### src/rtl/ram_2p_port_ctrl.sv
// Valid/ready request front-end for one port of the synchronous dual-port RAM.
// Range-checks addresses, expands byte enables and queues ordered responses.
module ram_2p_port_ctrl #(
  parameter int Width    = 32,
  parameter int Depth    = 128,
  parameter int RspDepth = 3,
  localparam int Aw      = $clog2(Depth)
) (
  input  logic               clk_i,
  input  logic               rst_ni,
  input  logic               req_valid_i,
  output logic               req_ready_o,
  input  logic               req_write_i,
  input  logic [Aw-1:0]      req_addr_i,
  input  logic [Width-1:0]   req_wdata_i,
  input  logic [Width/8-1:0] req_be_i,
  output logic               rsp_valid_o,
  input  logic               rsp_ready_i,
  output logic [Width-1:0]   rsp_rdata_o,
  output logic               rsp_err_o,
  output logic               ram_req_o,
  output logic               ram_write_o,
  output logic [Aw-1:0]      ram_addr_o,
  output logic [Width-1:0]   ram_wdata_o,
  output logic [Width-1:0]   ram_wmask_o,
  input  logic [Width-1:0]   ram_rdata_i
);

  localparam int CntW = $clog2(RspDepth + 1);
  localparam int PtrW = $clog2(RspDepth);
  localparam logic [Aw:0]       DepthLim  = (Aw + 1)'(Depth);
  localparam logic [CntW:0]     CreditLim = (CntW + 1)'(RspDepth);
  localparam logic [PtrW-1:0]   PtrLast   = PtrW'(RspDepth - 1);

  if (Width % 8 != 0) begin : gen_bad_width
    $error("ram_2p_port_ctrl: Width must be a multiple of 8");
  end
  if (RspDepth < 2) begin : gen_bad_rsp_depth
    $error("ram_2p_port_ctrl: RspDepth must be at least 2");
  end

  logic             acc;
  logic             addr_err;
  logic             pend_q;
  logic             pend_rd_q;
  logic             pend_err_q;
  logic [CntW-1:0]  count_q;
  logic [PtrW-1:0]  wr_ptr_q;
  logic [PtrW-1:0]  rd_ptr_q;
  logic             push;
  logic             pop;
  logic [Width-1:0] push_rdata;
  logic [Width-1:0] fifo_rdata_q [RspDepth];
  logic             fifo_err_q   [RspDepth];

  function automatic logic [PtrW-1:0] next_ptr(input logic [PtrW-1:0] ptr);
    return (ptr == PtrLast) ? '0 : ptr + PtrW'(1);
  endfunction

  // Credit counts the in-flight pending entry, so the FIFO can never overflow.
  assign req_ready_o = ({1'b0, count_q} + {{CntW{1'b0}}, pend_q}) < CreditLim;
  assign acc         = req_valid_i & req_ready_o;
  assign addr_err    = {1'b0, req_addr_i} >= DepthLim;

  assign ram_req_o   = acc & ~addr_err;
  assign ram_write_o = req_write_i;
  assign ram_addr_o  = req_addr_i;
  assign ram_wdata_o = req_wdata_i;

  always_comb begin
    for (int j = 0; j < Width; j++) begin
      ram_wmask_o[j] = req_write_i & req_be_i[j/8];
    end
  end

  // NOTE: sequential state uses non-blocking assignments so every flop samples pre-edge values.
  always_ff @(posedge clk_i or negedge rst_ni) begin
    if (!rst_ni) begin
      pend_q     <= 1'b0;
      pend_rd_q  <= 1'b0;
      pend_err_q <= 1'b0;
    end else begin
      pend_q     <= acc;
      pend_rd_q  <= acc & ~req_write_i;
      pend_err_q <= acc & addr_err;
    end
  end

  assign push       = pend_q;
  assign pop        = rsp_valid_o & rsp_ready_i;
  assign push_rdata = (pend_rd_q & ~pend_err_q) ? ram_rdata_i : '0;

  always_ff @(posedge clk_i or negedge rst_ni) begin
    if (!rst_ni) begin
      count_q  <= '0;
      wr_ptr_q <= '0;
      rd_ptr_q <= '0;
    end else begin
      if (push) wr_ptr_q <= next_ptr(wr_ptr_q);
      if (pop)  rd_ptr_q <= next_ptr(rd_ptr_q);
      unique case ({push, pop})
        2'b10:   count_q <= count_q + CntW'(1);
        2'b01:   count_q <= count_q - CntW'(1);
        default: count_q <= count_q;
      endcase
    end
  end

  // NOTE: FIFO storage has no reset; outputs are gated by rsp_valid_o so stale entries never leak.
  always_ff @(posedge clk_i) begin
    if (push) begin
      fifo_rdata_q[wr_ptr_q] <= push_rdata;
      fifo_err_q[wr_ptr_q]   <= pend_err_q;
    end
  end

  assign rsp_valid_o = (count_q != '0);
  assign rsp_rdata_o = rsp_valid_o ? fifo_rdata_q[rd_ptr_q] : '0;
  assign rsp_err_o   = rsp_valid_o & fifo_err_q[rd_ptr_q];

`ifndef SYNTHESIS
  a_no_push_full : assert property (@(posedge clk_i) disable iff (!rst_ni)
    push |-> ({1'b0, count_q} < CreditLim));
  a_rsp_stable : assert property (@(posedge clk_i) disable iff (!rst_ni)
    (rsp_valid_o && !rsp_ready_i) |=>
      (rsp_valid_o && $stable(rsp_rdata_o) && $stable(rsp_err_o)));
  a_addr_known : assert property (@(posedge clk_i) disable iff (!rst_ni)
    req_valid_i |-> !$isunknown(req_addr_i));
`endif

endmodule
### config.mk
export PLATFORM = sky130hd
export DESIGN_NAME = ram_2p_port_ctrl
export DESIGN_NICKNAME = d
export VERILOG_FILES = /design/src/rtl/ram_2p_port_ctrl.sv
export SDC_FILE = /design/constraint.sdc
export NUM_CORES = 1
export LEC_CHECK = 0
export ABC_AREA = 1
export BUFFER_PORTS_ARGS = -buffer_cell sky130_fd_sc_hd__buf_2
export CAP_MARGIN = 20
export CORE_AREA = 2 2 110 112
export DETAILED_ROUTE_END_ITERATION = 10
export DIE_AREA = 0 0 112 114
export HOLD_SLACK_MARGIN = 0.15
export PLACE_DENSITY = 0.81
export SLEW_MARGIN = 0
export SYNTH_ARGS = -nofsm -noshare
export SYNTH_HDL_FRONTEND = slang
export SYNTH_SLANG_ARGS = --single-unit
### constraint.sdc
create_clock -name clk_i -period 3.2 [get_ports clk_i]
set_input_delay 0.16 -clock clk_i [delete_from_list [all_inputs] [get_ports clk_i]]
set_output_delay 0.16 -clock clk_i [all_outputs]
set_load 0.01 [all_outputs]
* After elaboration in Yosys (flattened, before gate mapping)
Memories as Yosys holds them, arrays and structs flattened.
Index checks and enable logic that the tools add are counted.
** Storage, ports and cells
- Bits in registers :: 8
- Bits in writable memories :: 96
- Input bits :: 80
- Output and inout port bits :: 108
- Word-level logic and storage cells :: 34
- Memories :: 1
** Cells by class
- Add/subtract/negate cells :: 5
- Order comparisons :: 1
- Eq/ne operators :: 4
- Mux-type cells :: 7
- Bitwise gates (word level) :: 9
- Reduce and logical (&&, ||, !) cells :: 2
** Memories
- fifo_rdata_q :: depth 3, width 32, read ports 1, clocked after Yosys merged registers in 0, wr ports 1, line 53 : logic [Width-1:0] fifo_rdata_q [RspDepth];
** Operators by type and width (count)
- $mux W32 :: 2
- $and A1 B1 Y1 :: 7
- $add A2 B1 Y2 const B :: 3
- $eq A2 B2 Y1 const B :: 3
- $mux W2 :: 2
- $pmux W2 S2 :: 1
- $reduce_bool A2 Y1 :: 2
- $add A2 B1 Y3 :: 1
- $lt A3 B2 Y1 const B :: 1
- $eq A2 B1 Y1 const B :: 1
- $mux W1 :: 2
- $sub A2 B1 Y2 const B :: 1
- $and A1 B1 Y1 const B :: 1
- $not A1 Y1 :: 1

* Longest topological paths before layout
Gate-level depths: netlist of run 1.
- Depth in word-level cells :: 4
- Depth in mapped cells :: 10
- Gate-level depth less buffers :: 10

* Worst setup path before layout of run 1
No wires, ideal clock.
- Path type :: register -> register
- Start point :: register pend_q
- End point :: memory fifo_rdata_q[2][0] (enable)
- Arrival :: 2.660 ns
- Path slack :: 0.079 ns
- Cell stages (with the launch flop) :: 3
- Period minus slack after synthesis :: 3.121 ns
- Path through :: dfrtp_1 > inv_1 > nor3_1
** On the way
- Longest elaborated chain between the ends :: 2
** RTL lines
- start: declaration :: line 44 : logic pend_q;
- start signal: assignment :: line 79 : pend_q <= 1'b0;
- start signal: assignment :: line 83 : pend_q <= acc;
- $mux W1 :: line 111 : if (push) begin
- $mux W1
- end: declaration :: line 53
No other way between the ends.

* Worst setup path after layout of run 1
- Start point :: register rd_ptr_q[0]
- End point :: output port rsp_rdata_o[25]
** On the way
- Longest elaborated chain between the ends :: 2
** RTL lines
- start: declaration :: line 49 : logic [PtrW-1:0] rd_ptr_q;
- start signal: assignment :: line 100 : if (pop) rd_ptr_q <= next_ptr(rd_ptr_q);
- $mem_v2 Z3 W32
- $mux W32 :: line 118 : assign rsp_rdata_o = rsp_valid_o ? fifo_rdata_q[rd_ptr_q] : '0;
- end: declaration :: line 19 : output logic [Width-1:0] rsp_rdata_o,
No other way between the ends.

==> impl_results.md, run 1 <==
* Final core area utilization at slightly above 50%
* Die Wd at ~110 um
* Uppermost routed layer: met4
* Max FO, Critical Path at 33
* Tightest Pin Transition at 0.701 ns
* Critical-path cell list: nor2_8, nand2_1, nand3_1, nand2_1, inv_1, buf_2
* Cell mode on critical path: nand2_1
* Setup ws final at approximately 1 ns
* Fin Setup TNS at 0 ns
* Maximum operating frequency at between 400 and 500 MHz
* Clock skew at roughly 0.0045 ns
* Critical path class: reg2out
* Post-Synth Simple-Gate Area at 19.5%
* DRC Markers at 0
* Postcts setup bufs at 0
* H-tree depth at 3
* Complex-gate fraction of the synthesized area at less than 1%
* Leak at roughly 3 nW
* Worst-Skew Late Latency at approximately 0.34 ns
* Run status: completed
* DR vias at around 3400
* Adder-cell share of the synthesized area at less than 1%
* Cells after Synth at approximately 500
* Total GRT Usage at between 10% and 20%
* Period utilization at between 60% and 70%
* Pwr/cell area at 917 mW/mm^2
* Cell variety after synth at 22
* DP Cell Count at approximately 670
* Die H at roughly 110 um
* Met2 wire length at roughly 5300 um
* Drt pass-1 iters at 4
* Area Overhead vs Synth at 16.0%
* Xor and xnor area share after synthesis at less than 1%
* Vias in the first global route at 3403
* Largest net degree at the start of global routing at 35
* Crit path arrival time at approximately 2 ns
* Worst VDD drop at approximately 0.00045 V
* Gp weighted congestion at around 0.77
* Starting Density at approximately 44%
* Max incr delay on CP at 0.64 ns
* Post-Syn Area at slightly above 0.005 sq mm
* Initial DRC Count at roughly 170
* Root Driver: clkbuf_16
* Sequential share of the synthesized area at between 60% and 70%
* DR WL met3 at about 660 um
* Nets at approximately 650
* Crit path capture type: primary output
* Place WS at 1.32 ns
* Antenna cells at 0
* Max Slew Vio Count at 0
* TritonCTS clock tree: built
* First-pass GRT wire length at ~16000 um
* Finish-stage setup viols at 0
* Max-slew headroom at around 53%
* Initial antenna violation count at 0
* Post-Syn Area per Cell at between 10 and 15 sq um
* Vias per cell at ~4.7
* Clock Path Buffers at 2
* Post-synthesis mux area share at 0%
* Yosys reg bits at around 100
* Max-cap check violation count at 0
* Antenna Nets Post-Route at 0
* CORE AREA at approximately 0.012 sq mm
* Grt total ovfl at 0
* Cts hold-fix bufs at 31
* YS warnings at 0
* CTS sink cnt at 104
* M1 wire length at 3760 um
* Cell Count, Final, Fillers Out at 720
* Layout cells sized above 1 at 26.5%
* Post-layout minimum cycle time at between 2 and 2.5 ns
* Final wirelength at 10200 um
* PortBufs at between 100 and 150
* Wire per inst at around 14 um
* # rows at 40
* Clock slew at reported path FFs at around 0.070 ns
* Die area at roughly 0.013 sq mm
* Largest family of logic cells by synthesized area: simple AND/OR/NAND/NOR gates
* Final HPWL DP at between 6000 and 7000 um
* Syn_nets at roughly 580
* Hold Path Class: in2reg
* Total CTS buffers at 9
* Worst setup SP type: flip-flop
* RSZ-0062 raised after global routing: false
* Resize count post-CTS at 0
* I/O Pins at 188
* Crit-path slowest cell: dfrtp_1
* Required time worst endpoint at around 3 ns
* Final Hold Viols at 0
* Final hold slack at 0.146 ns
## worst paths after layout
| check | startpoint | endpoint | slack, ns | cells past startpoint |
|---|---|---|---|---|
| min in group asynchronous | rst_ni | count_q[0] | 0.19 | 2 |
| worst max-delay path | rd_ptr_q[0] | rsp_rdata_o[25] | 0.98 | 6 |
| worst min-delay path | ram_rdata_i[17] | fifo_rdata_q[1][17] | 0.15 | 3 |
| worst min register to register | count_q[1] | count_q[1] | 0.51 | 2 |
| worst max register to register | pend_q | pend_rd_q | 1.35 | 6 |
| max in group asynchronous | rst_ni | pend_rd_q | 2.83 | 2 |
## synth_stat cells, drive strengths merged
| library cell | number | area share [%] |
|---|---|---|
| xnor2 | 1 | 0.17 |
| clkbuf | 3 | 0.22 |
| inv | 81 | 6.0 |
| nor4 | 1 | 0.12 |
| ha | 3 | 0.74 |
| dfrtp | 8 | 3.9 |
| edfxtp | 96 | 57 |
| nor2 | 2 | 0.47 |
| nand2 | 144 | 11 |
| o21ai | 3 | 0.29 |
| nand4 | 1 | 0.12 |
| buf | 86 | 13 |
| conb | 1 | 0.074 |
| nor3 | 2 | 0.20 |
| nand3 | 67 | 7.5 |
## layer usage
| metal | vias up | GRT usage [%] |
|---|---|---|
| met3 | 50 | 4.04 |
| met4 | 0 | 10.2 |
| met5 | - | 0 |
| li1 | 1655 | - |
| met2 | 121 | 29.4 |
| met1 | 1550 | 17.1 |
## cell usage in the layout, fill, tap and decap left out, types with 2 or more instances in the layout
cell             n
buf_4            7
o21ai_0          2
nand2_1        134
nand2_2         10
nand3_2          9
ha_1             3
dlygate4sd3_1   31
bufinv_16        4
inv_1           80
dfrtp_1          8
nand3_1         58
edfxtp_1        96
buf_2          108
clkbuf_1         2
clkbuf_16        9
## worst max-delay path: cells and delay by family, from the launching register on
family / cells / cell delay (ns)
buf+inv: 2 / 0.18
flops: 1 / 0.64
simple gates: 4 / 0.90
## final cells by class
| type | instances | area (sq um) |
|---|---|---|
| Fill cell | 1017 | 5800 |
| Sequential cell | 104 | 3080 |
| Multi-Input combinational cell | 225 | 1060 |
| Timing Repair Buffer | 147 | 918 |
| Inverter | 81 | 307 |
| Clock buffer | 11 | 233 |
| Tap cell | 147 | 184 |
| Clock inverter | 5 | 129 |
## power breakdown
part / switching, mW / internal, mW / leakage [nW] / total, mW
clock network: 0.457 / 0.845 / 0.174 / 1.30
logic: 1.37 / 0.698 / 1.81 / 2.06
registers: 0.177 / 1.88 / 1.03 / 2.06
total: 2.00 / 3.42 / 3.01 / 5.42
## state kept, by name, indices dropped and copies added, names as in the netlist
name	flops
pend_q	1
pend_rd_q	1
count_q	2
fifo_rdata_q	96
wr_ptr_q	2
rd_ptr_q	2
## stage by stage
stage | power, mW | instance area [sq um]
after floorplan | 3.55 | 5100
after global placement | 4.08 | 5230
after detailed placement | 4.12 | 5230
after CTS | 5.46 | 5900
after global routing | 5.78 | 5920
final | 5.42 | 5920
## logic make-up after synthesis
| family | count (synthesis) |
|---|---|
| flip-flops | 104 |
| AO/OA/AOI/OAI | 3 |
| other | 1 |
| buffers and inverters | 170 |
| XOR/XNOR | 1 |
| AND/OR/NAND/NOR | 217 |
| adder cells (fa/ha/maj) | 3 |
No activity file was read; power rests on OpenSTA's default activity.
==> inputs of run 2 (changes only) <==
ABC_AREA = 0   (was 1)
CORE_AREA = 2 2 109 111   (was 2 2 110 112)
DIE_AREA = 0 0 111 113   (was 0 0 112 114)
PLACE_DENSITY = 0.78   (was 0.81)
clock period = 2.3 ns   (was 3.2 ns; I/O delays follow)
==> run 2 against run 1 <==
  * Synthesized cell count shrank 31%
  * Cell count fell by 20%
  * Clock power increased by 20%
  * Global-route usage fell by 2.0 points
  * Highest routed layer unchanged
  * Critical path depth down 1
  * Non-clock buffer count increased by 4
  * Synthesized area down 1.6%
==> impl_results.md, run 2 <==
* Largest reg by FF count: fifo_rdata_q
* First-pass GRT wire length at 14000 um (-13%)
* Area Overhead vs Synth at 18.1%
* Drt pass-1 iters at 4 (unchanged)
* I/O Pins at 188 (unchanged)
* Initial antenna violation count at 0 (unchanged)
* Post-layout minimum cycle time at approximately 1.9 ns
* Area contributors post-synth: edfxtp_1, buf_4, mux2_4, mux2i_1, and2_1
* Uppermost routed layer: met4
* Vias per cell at 4.79 (+2.2%)
* Max Slew Vio Count at 0 (unchanged)
* Antenna cells at 0 (unchanged)
* Worst VDD drop at 0.000507 V (+12%)
* Grt total ovfl at 0 (unchanged)
* Cell variety after synth at 26 (+18%)
* FF-to-FF setup slack at 0.60 ns (-0.75 ns)
* Die area at 0.0125 sq mm (-1.8%)
* Required time worst endpoint at 2.18 ns (-0.86 ns)
* Tightest Pin Transition at 1.00 ns (+0.303 ns)
* Pwr Total at 7.07 mW (+30%)
* EDFF count, synth at 96 (unchanged)
* Top_reg_cell synth: edfxtp_1
* Pwr/cell area at 1190 mW/mm^2 (+30%)
* Post-synth top area share at 57.4% (+0.92 points)
* Top cell type by total area after synthesis: edfxtp_1
* Antenna Nets Post-Route at 0 (unchanged)
* CORE AREA at 0.0113 sq mm (-3.7%)
* Layout cells sized above 1 at 38.6% (+12 points)
* Met2 wire length at 4310 um (-19%)
* DR WL met3 at 621 um (-6.2%)
* Most common cell in the netlist: edfxtp_1
* Hold Path Class: in2out
* Fin Setup TNS at 0 ns (unchanged)
* Synth cell count leaders: edfxtp_1, buf_4, and2_1, nor2_1, mux2i_1
* DP Cell Count at 521 (-22%)
* Max-cap check violation count at 0 (unchanged)
* Post-Syn Area at 0.00502 sq mm (-1.6%)
* Worst-Skew Late Latency at 0.33 ns (about the same)
* Max FFs per register at 96 (unchanged)
* Crit path arrival time at 1.81 ns (-0.25 ns)
* Vias in the first global route at 2796 (-18%)
* Wire per inst at 15.2 um (+7.3%)
* Cell Count, Final, Fillers Out at 573 (-20%)
* Die H at 113 um (-0.88%)
* DRC Markers at 0 (unchanged)
* Die Wd at 111 um (-0.89%)
* YS warnings at 0 (unchanged)
* Syn_nets at 429 (-26%)
* Finish-stage setup viols at 0 (unchanged)
* Final Hold Viols at 0 (unchanged)
* Period utilization at a little over four fifths
* RSZ-0062 raised after global routing: false
* Most common cell after layout, fill and taps aside: buf_2
* Leak at 2.49 nW (-17%)
* CTS sink cnt at 104 (unchanged)
* Sequential Area at 0.00309 sq mm (about the same)
* Worst setup SP type: flip-flop
* Max FO, Critical Path at 5 (-85%)
* Clock Path Buffers at 2 (unchanged)
* Post-Syn Area per Cell at 14.5 sq um (+42%)
* # rows at 39 (-2.5%)
* Final HPWL DP at 5710 um (-12%)
* Final wirelength at 8720 um (-15%)
* Clock skew at 0.00524 ns (+0.000713 ns)
* Max-slew headroom at 33.0% (-20 points)
* M1 wire length at 3630 um (-3.4%)
* Total GRT Usage at 14.3% (-2.0 points)
* Maximum operating frequency at roughly 520 MHz
* Reg2reg start: count_q[0]
* Fillers at 929 (-8.7%)
* Worst reg2reg endpoint: count_q[1]
* Sequential share of the synthesized area at 61.4% (+0.98 points)
* R2R depth at 5 (-1)
* Starting Density at 44.5% (+0.98 points)
* H-tree depth at 3 (unchanged)
* DR vias at 2745 (-19%)
* Min-delay src: req_wdata_i[12]
* Gp weighted congestion at 0.687 (-11%)
* Crit path capture type: primary output
* Cells after Synth at 346 (-31%)
* Nets at 508 (-22%)
* Root Driver: clkbuf_16
* PortBufs at 108 (unchanged)
* Initial DRC Count at 82 (-51%)
* Synth async-reset ratio at 7.69% (unchanged)
* Largest net degree at the start of global routing at 33 (-5.7%)
* Commonest non-fill, non-tap cells in the layout: buf_2, edfxtp_1, and2_1
* Final core area utilization at 52.6% (+2.1 points)
* Yosys reg bits at 104 (unchanged)
* Critical path class: reg2out
* Total CTS buffers at 9 (unchanged)
* Hold Path Sink: ram_wdata_o[12]
* Clock slew at reported path FFs at 0.06 ns (about the same)
* TritonCTS clock tree: built
* Run status: completed
* Hold Path Stages at 0 (-3)
* Area of the multi-input gates at 0.00133 sq mm (+25%)
[run 2: cell count changes in the layout (fill, tap and decap cells not counted), sizes merged, moves of 5 or more]
cell and delta:
nand2 -142, inv -77, nand3 -67, and2 +37, nor2 +33, mux2 +32
mux2i +32, dlygate4sd3 +5
[run 2: power breakdown]
part / internal, mW / total (mW) / switching, mW
sequential: 2.60 / 2.88 / 0.277
clock: 0.948 / 1.56 / 0.612
combinational: 1.29 / 2.63 / 1.34
[run 2: layer usage]
layer  track usage (%)  up-vias
li1                  -     1298
met1              16.7     1306
met2              24.7      117
met3              4.18       24
met4              6.33        0
met5             0.392        -
[run 2: logic make-up (layout without fill, tap and decap cells)]
family,after synthesis,after routing,synth area share (%)
flops,104,104,61.4
buf+inv,86,170,12.9
simple gates,79,79,7.98
mux,64,64,15.6
compound gates,6,6,0.748
fa+ha+maj,3,3,0.748
xor+xnor,3,3,0.524
other cells,1,1,0.0747
[run 2: final cells by class]
class                           instances  share of cell area [%]
Inverter                                3                   0.190
Clock buffer                           10                    3.86
Clock inverter                          6                    1.37
Tap cell                              143                    3.02
Multi-Input combinational cell        156                    22.4
Sequential cell                       104                    52.1
Timing Repair Buffer                  151                    17.1
[run 2: worst max-delay path, stage by stage, from the launching register on]
cell	delay, ns
dfrtp_1	0.47
ha_1	0.22
ha_1	0.26
a21oi_1	0.18
and2_1	0.19
buf_2	0.14
[run 2: through the flow]
step	worst slack, ns	hold slack, ns	area (sq um)
after floorplan	0.0366	-0.181	5030
after global placement	0.702	-0.0310	5260
after detailed placement	0.628	-0.0215	5260
after CTS	0.314	0.218	5930
after global routing	0.211	0.230	5930
final	0.379	0.230	5930
[run 2: worst max-delay path by stage]
stage                     start            endpoint  slack [ns]
finish               count_q[0]           ram_req_o        0.38
global route         count_q[0]           ram_req_o        0.21
CTS                  count_q[0]           ram_req_o        0.31
detailed placement   count_q[0]          count_q[1]        0.63
global placement     count_q[0]           ram_req_o        0.70
floorplan           wr_ptr_q[0]  fifo_rdata_q[1][0]        0.04
[run 2: what timing repair did]
action,CTS,global route
buffers inserted,0,0
endpoints found under the hold margin,106,0
resized for setup,0,0
hold buffers,36,0
endpoints found under the setup margin,0,0
